[src/rtl/bin_to_bcd_pkg.sv]
// Shared definitions for the binary-to-BCD converter.
//   state_t    : converter FSM states
//   DIGIT_W    : bits per BCD digit
//   ADJ_THRESH : digit value at or above which the double-dabble adjust applies
//   ADJ_INC    : value added to a digit by the adjust
package bin_to_bcd_pkg;

  typedef enum logic [1:0] {
    IDLE  = 2'd0,
    SHIFT = 2'd1,
    DONE  = 2'd2
  } state_t;

  localparam int DIGIT_W    = 4;
  localparam int ADJ_THRESH = 5;
  localparam int ADJ_INC    = 3;

endpackage

[src/rtl/bcd_add3.sv]
// Combinational double-dabble digit adjust: adds ADJ_INC to a BCD digit whose
// value is ADJ_THRESH or more, so the following left shift carries correctly.
//   din  : BCD digit before adjust
//   dout : BCD digit after adjust
module bcd_add3
  import bin_to_bcd_pkg::*;
(
  input  logic [DIGIT_W-1:0] din,
  output logic [DIGIT_W-1:0] dout
);

  always_comb begin
    dout = din;
    if (din >= DIGIT_W'(ADJ_THRESH)) begin
      dout = din + DIGIT_W'(ADJ_INC);
    end
  end

endmodule

[src/rtl/bin_to_bcd.sv]
// Iterative binary-to-BCD converter (double dabble), one bit per clock, with
// valid/ready handshakes on both sides and a leading-zero blanking mask for
// the downstream seven-segment decoders.
//   clk       : clock, rising edge
//   rst       : asynchronous active-high reset
//   in_valid  : bin holds an operand
//   in_ready  : converter is idle and can accept an operand
//   bin       : unsigned binary operand
//   out_valid : bcd/blank hold a completed result
//   out_ready : consumer takes the result
//   bcd       : BCD digits, digit i at [4i+3:4i], digit 0 least significant
//   blank     : blank[i] set when digit i and all higher digits are zero (i>=1)
module bin_to_bcd
  import bin_to_bcd_pkg::*;
#(
  parameter int WIDTH  = 8,
  parameter int DIGITS = 3
) (
  input  logic                      clk,
  input  logic                      rst,
  input  logic                      in_valid,
  output logic                      in_ready,
  input  logic [WIDTH-1:0]          bin,
  output logic                      out_valid,
  input  logic                      out_ready,
  output logic [DIGIT_W*DIGITS-1:0] bcd,
  output logic [DIGITS-1:0]         blank
);

  localparam int BCD_W = DIGIT_W * DIGITS;
  localparam int CNT_W = $clog2(WIDTH + 1);

  localparam logic [DIGITS-1:0] BLANK_ZERO = {{(DIGITS-1){1'b1}}, 1'b0};

  state_t            state;
  logic [WIDTH-1:0]  sreg;
  logic [BCD_W-1:0]  acc;
  logic [CNT_W-1:0]  cnt;

  logic [BCD_W-1:0]       acc_adj;
  logic [BCD_W+WIDTH-1:0] shifted;
  logic [BCD_W-1:0]       acc_next;
  logic [WIDTH-1:0]       sreg_next;

  // Leading-zero mask: walk from the top digit down, staying blank while
  // every digit seen so far is zero. Digit 0 always shows.
  function automatic logic [DIGITS-1:0] calc_blank(input logic [BCD_W-1:0] digits);
    logic [DIGITS-1:0] mask;
    logic              all_zero;
    mask     = '0;
    all_zero = 1'b1;
    for (int i = DIGITS - 1; i >= 1; i--) begin
      all_zero = all_zero && (digits[i*DIGIT_W +: DIGIT_W] == '0);
      mask[i]  = all_zero;
    end
    return mask;
  endfunction

  for (genvar g = 0; g < DIGITS; g++) begin : g_adj
    bcd_add3 u_add3 (
      .din  (acc[g*DIGIT_W +: DIGIT_W]),
      .dout (acc_adj[g*DIGIT_W +: DIGIT_W])
    );
  end

  // One double-dabble step: adjust, then shift {acc, operand} left by one.
  assign shifted   = {acc_adj, sreg} << 1;
  assign acc_next  = shifted[BCD_W+WIDTH-1:WIDTH];
  assign sreg_next = shifted[WIDTH-1:0];

  always_ff @(posedge clk or posedge rst) begin
    if (rst) begin
      state     <= IDLE;
      sreg      <= '0;
      acc       <= '0;
      cnt       <= '0;
      in_ready  <= 1'b1;
      out_valid <= 1'b0;
      bcd       <= '0;
      blank     <= BLANK_ZERO;
    end else begin
      unique case (state)
        IDLE: begin
          if (in_valid) begin
            sreg     <= bin;
            acc      <= '0;
            cnt      <= '0;
            in_ready <= 1'b0;
            state    <= SHIFT;
          end
        end
        SHIFT: begin
          sreg <= sreg_next;
          acc  <= acc_next;
          cnt  <= cnt + 1'b1;
          // Last step: capture the result straight from the step logic so
          // bcd/blank are ready on the same edge out_valid rises.
          if (cnt == CNT_W'(WIDTH - 1)) begin
            bcd       <= acc_next;
            blank     <= calc_blank(acc_next);
            out_valid <= 1'b1;
            state     <= DONE;
          end
        end
        DONE: begin
          if (out_ready) begin
            out_valid <= 1'b0;
            in_ready  <= 1'b1;
            state     <= IDLE;
          end
        end
        default: begin
          out_valid <= 1'b0;
          in_ready  <= 1'b1;
          state     <= IDLE;
        end
      endcase
    end
  end

endmodule

[config.mk]
export PLATFORM = sky130hd
export DESIGN_NAME = bin_to_bcd
export DESIGN_NICKNAME = d
export VERILOG_FILES = /design/src/rtl/bin_to_bcd_pkg.sv /design/src/rtl/bcd_add3.sv /design/src/rtl/bin_to_bcd.sv
export SDC_FILE = /design/constraint.sdc
export NUM_CORES = 1
export LEC_CHECK = 0
export CAP_MARGIN = 20
export CORE_MARGIN = 4
export CORE_UTILIZATION = 55
export DETAILED_ROUTE_END_ITERATION = 8
export PLACE_DENSITY_LB_ADDON = 0.2
export SETUP_SLACK_MARGIN = 0.2
export SYNTH_ARGS = -nofsm -noshare
export SYNTH_HDL_FRONTEND = slang
export SYNTH_HIERARCHICAL = 1
export SYNTH_SLANG_ARGS = --single-unit
[constraint.sdc]
create_clock -name clk -period 4.63 [get_ports clk]
set_input_delay 0.463 -clock clk [delete_from_list [all_inputs] [get_ports clk]]
set_output_delay 0.463 -clock clk [all_outputs]
set_load 0.03 [all_outputs]
======== Yosys cells after proc, flatten, opt, wreduce, memory -nomap -nowiden ========
Index checks and enable logic that the tools add are counted.
word-level totals
  register bits after elaboration ......... 42
  latch bits .............................. 0
  bits in writable memories ............... 0
  bits in read-only memories .............. 0
  output and inout bits ................... 17
  logic and storage cells ................. 52
  memories kept ........................... 0
operators by class
  $add $sub $neg .......................... 4
  $mul .................................... 0
  divide/modulo/power cells ............... 0
  magnitude comparators ................... 3
  equal/unequal tests ..................... 6
  shift-type cells ........................ 0
  multiplexer cells ....................... 19
  bitwise gates (word level) .............. 2
  reduce and logical (&&, ||, !) cells .... 10
operators by type and width
  operator                                                           number
  case mux 12 bit (2 select lines)                                   1
  case mux 8 bit (2 select lines)                                    1
  greater-or-equal comparator 4 x 3 -> 1 bit, second input constant  3
  two-way mux 12 bit                                                 1
  two-way mux 4 bit                                                  3
  AND reduction 3 bit                                                3
  adder 4 x 2 -> 4 bit, second input constant                        2
  logical NOT 4 bit                                                  2
  two-way mux 8 bit                                                  1
  case mux 4 bit (2 select lines)                                    1
  two-way mux 2 bit                                                  3
  != test 2 bit, second input constant                               3
  case mux 1 bit (3 select lines)                                    2
  case mux 2 bit (3 select lines)                                    1
  adder 4 x 1 -> 4 bit, second input constant                        1
  equality test 4 x 3 -> 1 bit, second input constant                1
  two-way mux 1 bit                                                  4
  AND reduction 2 bit                                                2
  adder 3 x 2 -> 3 bit, second input constant                        1
  two-way mux 3 bit                                                  1
  equality test 2 x 1 -> 1 bit, second input constant                1
  equality test 2 bit, second input constant                         1
  logical NOT 2 bit                                                  1
  NOT 1 bit                                                          2
  other kinds (2)                                                    2

======== Longest topological paths before layout ========
  word-level depth ........................ 4
  mapped depth ............................ 8
  gate-level depth less buffers ........... 8

======== Hierarchy ========
Netlist, hierarchy kept.
by module, submodules not included
  module      times used  cells an instance  area an instance (µm²)  seq. area each (µm²)
  bin_to_bcd  1           141                1,815.5                 1,054.8
  bcd_add3    3           16                 101.3                   0.0

======== Worst setup path before layout ========
No wires, ideal clock.
  path type ............................... reg2reg
  start point ............................. reg acc[8]
  end point ............................... reg blank[1]
  library setup time ...................... 0.091 ns
  arrival ................................. 1.611 ns
  data required time ...................... 4.539 ns
  path slack .............................. 2.928 ns
  cell stages (with the launch flop) ...... 8
  path buffers ............................ 0
  clock period less this slack ............ 1.702 ns
  path through ............................ dfrtp_1 > ha_1 > nand2b_1 > a21oi_2 > xnor2_1 > nor4_1 > nand2_1 > o31ai_1
on the way
  cells in the longest elaborated chain, start to end .. 4
  elaborated cells between the ends (all ways) .. 5
RTL lines
  what                                                                                RTL line                        text
  start, declared                                                                     bin_to_bcd.sv:37                logic [BCD_W-1:0] acc;
  start signal, assigned                                                              bin_to_bcd.sv:94                acc <= acc_next;
  greater-or-equal comparator 4 x 3 -> 1 bit or adder 3 x 2 -> 3 bit (tied branches)  bcd_add3.sv:14, bcd_add3.sv:15
  two-way mux 3 bit *                                                                 bcd_add3.sv:14                  if (din >= DIGIT_W'(ADJ_THRESH)) begin
  via acc_adj[8]                                                                      bin_to_bcd.sv:40                logic [BCD_W-1:0] acc_adj;
  logical NOT 4 bit *                                                                 bin_to_bcd.sv:53                all_zero = all_zero && (digits[i*DIGIT_W +: DIGIT_W] == '0);
  logical AND 1 bit *                                                                 bin_to_bcd.sv:53
  end signal, assigned                                                                bin_to_bcd.sv:100               blank <= calc_blank(acc_next);
  end, declared                                                                       bin_to_bcd.sv:27                output logic [DIGITS-1:0] blank
Mark *: on every way through the listed nets, which the timed path passes. The rest lies on a longest branch.
A chain may end at the register's enable or synchronous reset.

======== Worst setup path in the final report ========
  start point ............................. reg acc[4]
  end point ............................... reg blank[1]
on the way
  cells in the longest elaborated chain, start to end .. 4
  elaborated cells between the ends (all ways) .. 6
RTL lines
  what                                                                                RTL line
  adder 4 x 2 -> 4 bit or greater-or-equal comparator 4 x 3 -> 1 bit (tied branches)  bcd_add3.sv:15, bcd_add3.sv:14
  two-way mux 4 bit *                                                                 bcd_add3.sv:14
  via acc_adj[5]                                                                      bin_to_bcd.sv:40
  logical NOT 4 bit *                                                                 bin_to_bcd.sv:53
  logical AND 1 bit *                                                                 bin_to_bcd.sv:53
Marks and branches as above.

==> impl_metrics.json <==
{
  "syn_inst": 185,
  "port_buffers": 27,
  "chipHeight_um": 69.8,
  "layout_commonest_cell": "dfrtp_1",
  "drt_iter0_markers": 107,
  "crit_path_end_kind": "flip-flop",
  "cts.reportedPaths.clkPinSlew_ns": 0.08,
  "period_minus_slack_ns": 2.02,
  "final-max-slew-violation-count": 0,
  "place_area_sq_mm": 0.00237,
  "drtAntennaViolNets": 0,
  "min_from": "sreg[6]$_DFFE_PP0P_",
  "required_ns": 4.82,
  "rows": 22,
  "setup_slack_ns": 2.61,
  "hold_violations": 0,
  "core_area_sq_mm": 0.00369,
  "final_cells": 260,
  "vias_per_cell": 5.60,
  "grt_pass1_vias": 1452,
  "clk_path_buf_depth": 2,
  "powerDensity_mw_per_mm2": 733,
  "leakage_nw": 1.14,
  "gr-total-overflow": 0,
  "whs_ns": 0.486,
  "crit_path_start": "acc[4]$_DFFE_PP0P_",
  "grt_pass1_wl_um": 6890,
  "io_pins": 29,
  "fin_util_pct": 66.9,
  "slew_headroom_pct": 57.8,
  "tritoncts": "done",
  "cts_buffers": 5,
  "ir_drop_v": 0.000365,
  "cts.root.buffer_cell": "clkbuf_8",
  "grt_max_degree": 43,
  "cts_resized": 0,
  "post-cts-setup-buffer-count": 0,
  "fmax_ghz": 0.495,
  "dp_slack_ns": 2.57,
  "p_total_mw": 1.81,
  "max_stage_delay_ns": 0.45,
  "r2r_cells": 7,
  "min_path_type": "reg2reg",
  "final_cell_mix": "dfrtp_1 (39), clkdlybuf4s50_1 (27), nand2_1 (20)",
  "cts_hold_repair.buffers": 0,
  "die_x_um": 69.8,
  "area_delta_synth_final_pct": 17.5,
  "r2r_setup_slack_ns": 2.61,
  "insertedDiodeCount": 0,
  "avgRoutedWirePerCell_um": 14.7,
  "worst_pin_slew_ns": 0.633,
  "wirelength_um": 3820,
  "critPathSlowestCell": "dfrtp_1",
  "synth.avg_cell_area_sq_um": 11.3,
  "h-tree-depth": 2,
  "num_vias": 1456,
  "criticalPathCategory": "reg2reg",
  "postSynthNetCount": 204,
  "synth_area_sq_mm": 0.00210,
  "drc": 0,
  "clk_latency_ns": 0.28,
  "reg2reg_from": "acc[4]$_DFFE_PP0P_",
  "status": "finished, final reports clean",
  "critPathArrivalTime_ns": 2.21,
  "die_area_sq_mm": 0.00487,
  "drive_gt1_share_pct": 14.6,
  "fin_skew_ns": 0.00706,
  "drt-pass1-iter-count": 4,
  "dpl.hpwl_um": 2800,
  "gp_congestion": 0.820,
  "crit_chain": "ha_1 > nand2b_1 > a21oi_2 > mux2i_1 > nor4_1 > nand2_1 > o31ai_1",
  "r2r-end": "blank[1]$_DFFE_PP1P_",
  "start_util_pct": 56.9,
  "fin_crit_sh_pct": 43.6,
  "cp-endpoint": "blank[1]$_DFFE_PP1P_",
  "cap_viol_max_count": 0,
  "finalSetupViolCount": 0,
  "grt_usage_pct": 17.4,
  "final_area_sq_mm": 0.00247,
  "grt_antenna_before_repair": 0,
  "setup_tns_ns": 0,
  "cp-start-kind": "flip-flop",
  "synth_warnings": 6,
  "dpl.cell_count": 252,
  "final_nets": 231,
  "rsz0062_at_grt": "false",
  "path_max_fanout": 5,
  "cts.sinks": 42
}
==> worst min path at each step <==
stage	to	depth (start not counted)
floorplan	sreg[1]$_DFFE_PP0P_	2
global placement	sreg[6]$_DFFE_PP0P_	2
detailed placement	sreg[4]$_DFFE_PP0P_	2
CTS	sreg[4]$_DFFE_PP0P_	2
global route	blank[1]$_DFFE_PP1P_	2
finish	sreg[6]$_DFFE_PP0P_	2
==> area by class of cell <==
class | instances | area, sq um
fillers | 294 | 1220
flip-flops and latches | 42 | 1050
multi-input cells | 125 | 942
repair buffers | 30 | 293
clock buffers | 7 | 86.3
well taps | 48 | 60.1
inverters | 8 | 30.0
==> report_power, final <==
group	switching, mW	internal [mW]
sequential	0.152	0.533
clock	0.111	0.118
combinational	0.461	0.434
==> worst max-delay path: cells and delay by family, from the launching register on <==
kind                       cells  cell delay, ns
adders and majority gates      1            0.22
DFF                            1            0.45
muxes                          1            0.15
AOI/OAI and AO/OA              2            0.45
and+or+nand+nor                3            0.66
==> state kept, by name (all words and copies together), names as in the netlist <==
register and flops:
state 2, bcd 12, cnt 4, blank 2, acc 12, sreg 8, out_valid 1, in_ready 1
==> per-layer routing <==
layer	vias up	wire length [um]	GRT usage, %
li1	699	-	-
met1	717	1660	23.1
met2	33	1930	28.5
met3	7	173	3.33
met4	0	59	5.96
met5	-	0	0
Power figures use the tool's default switching activity.
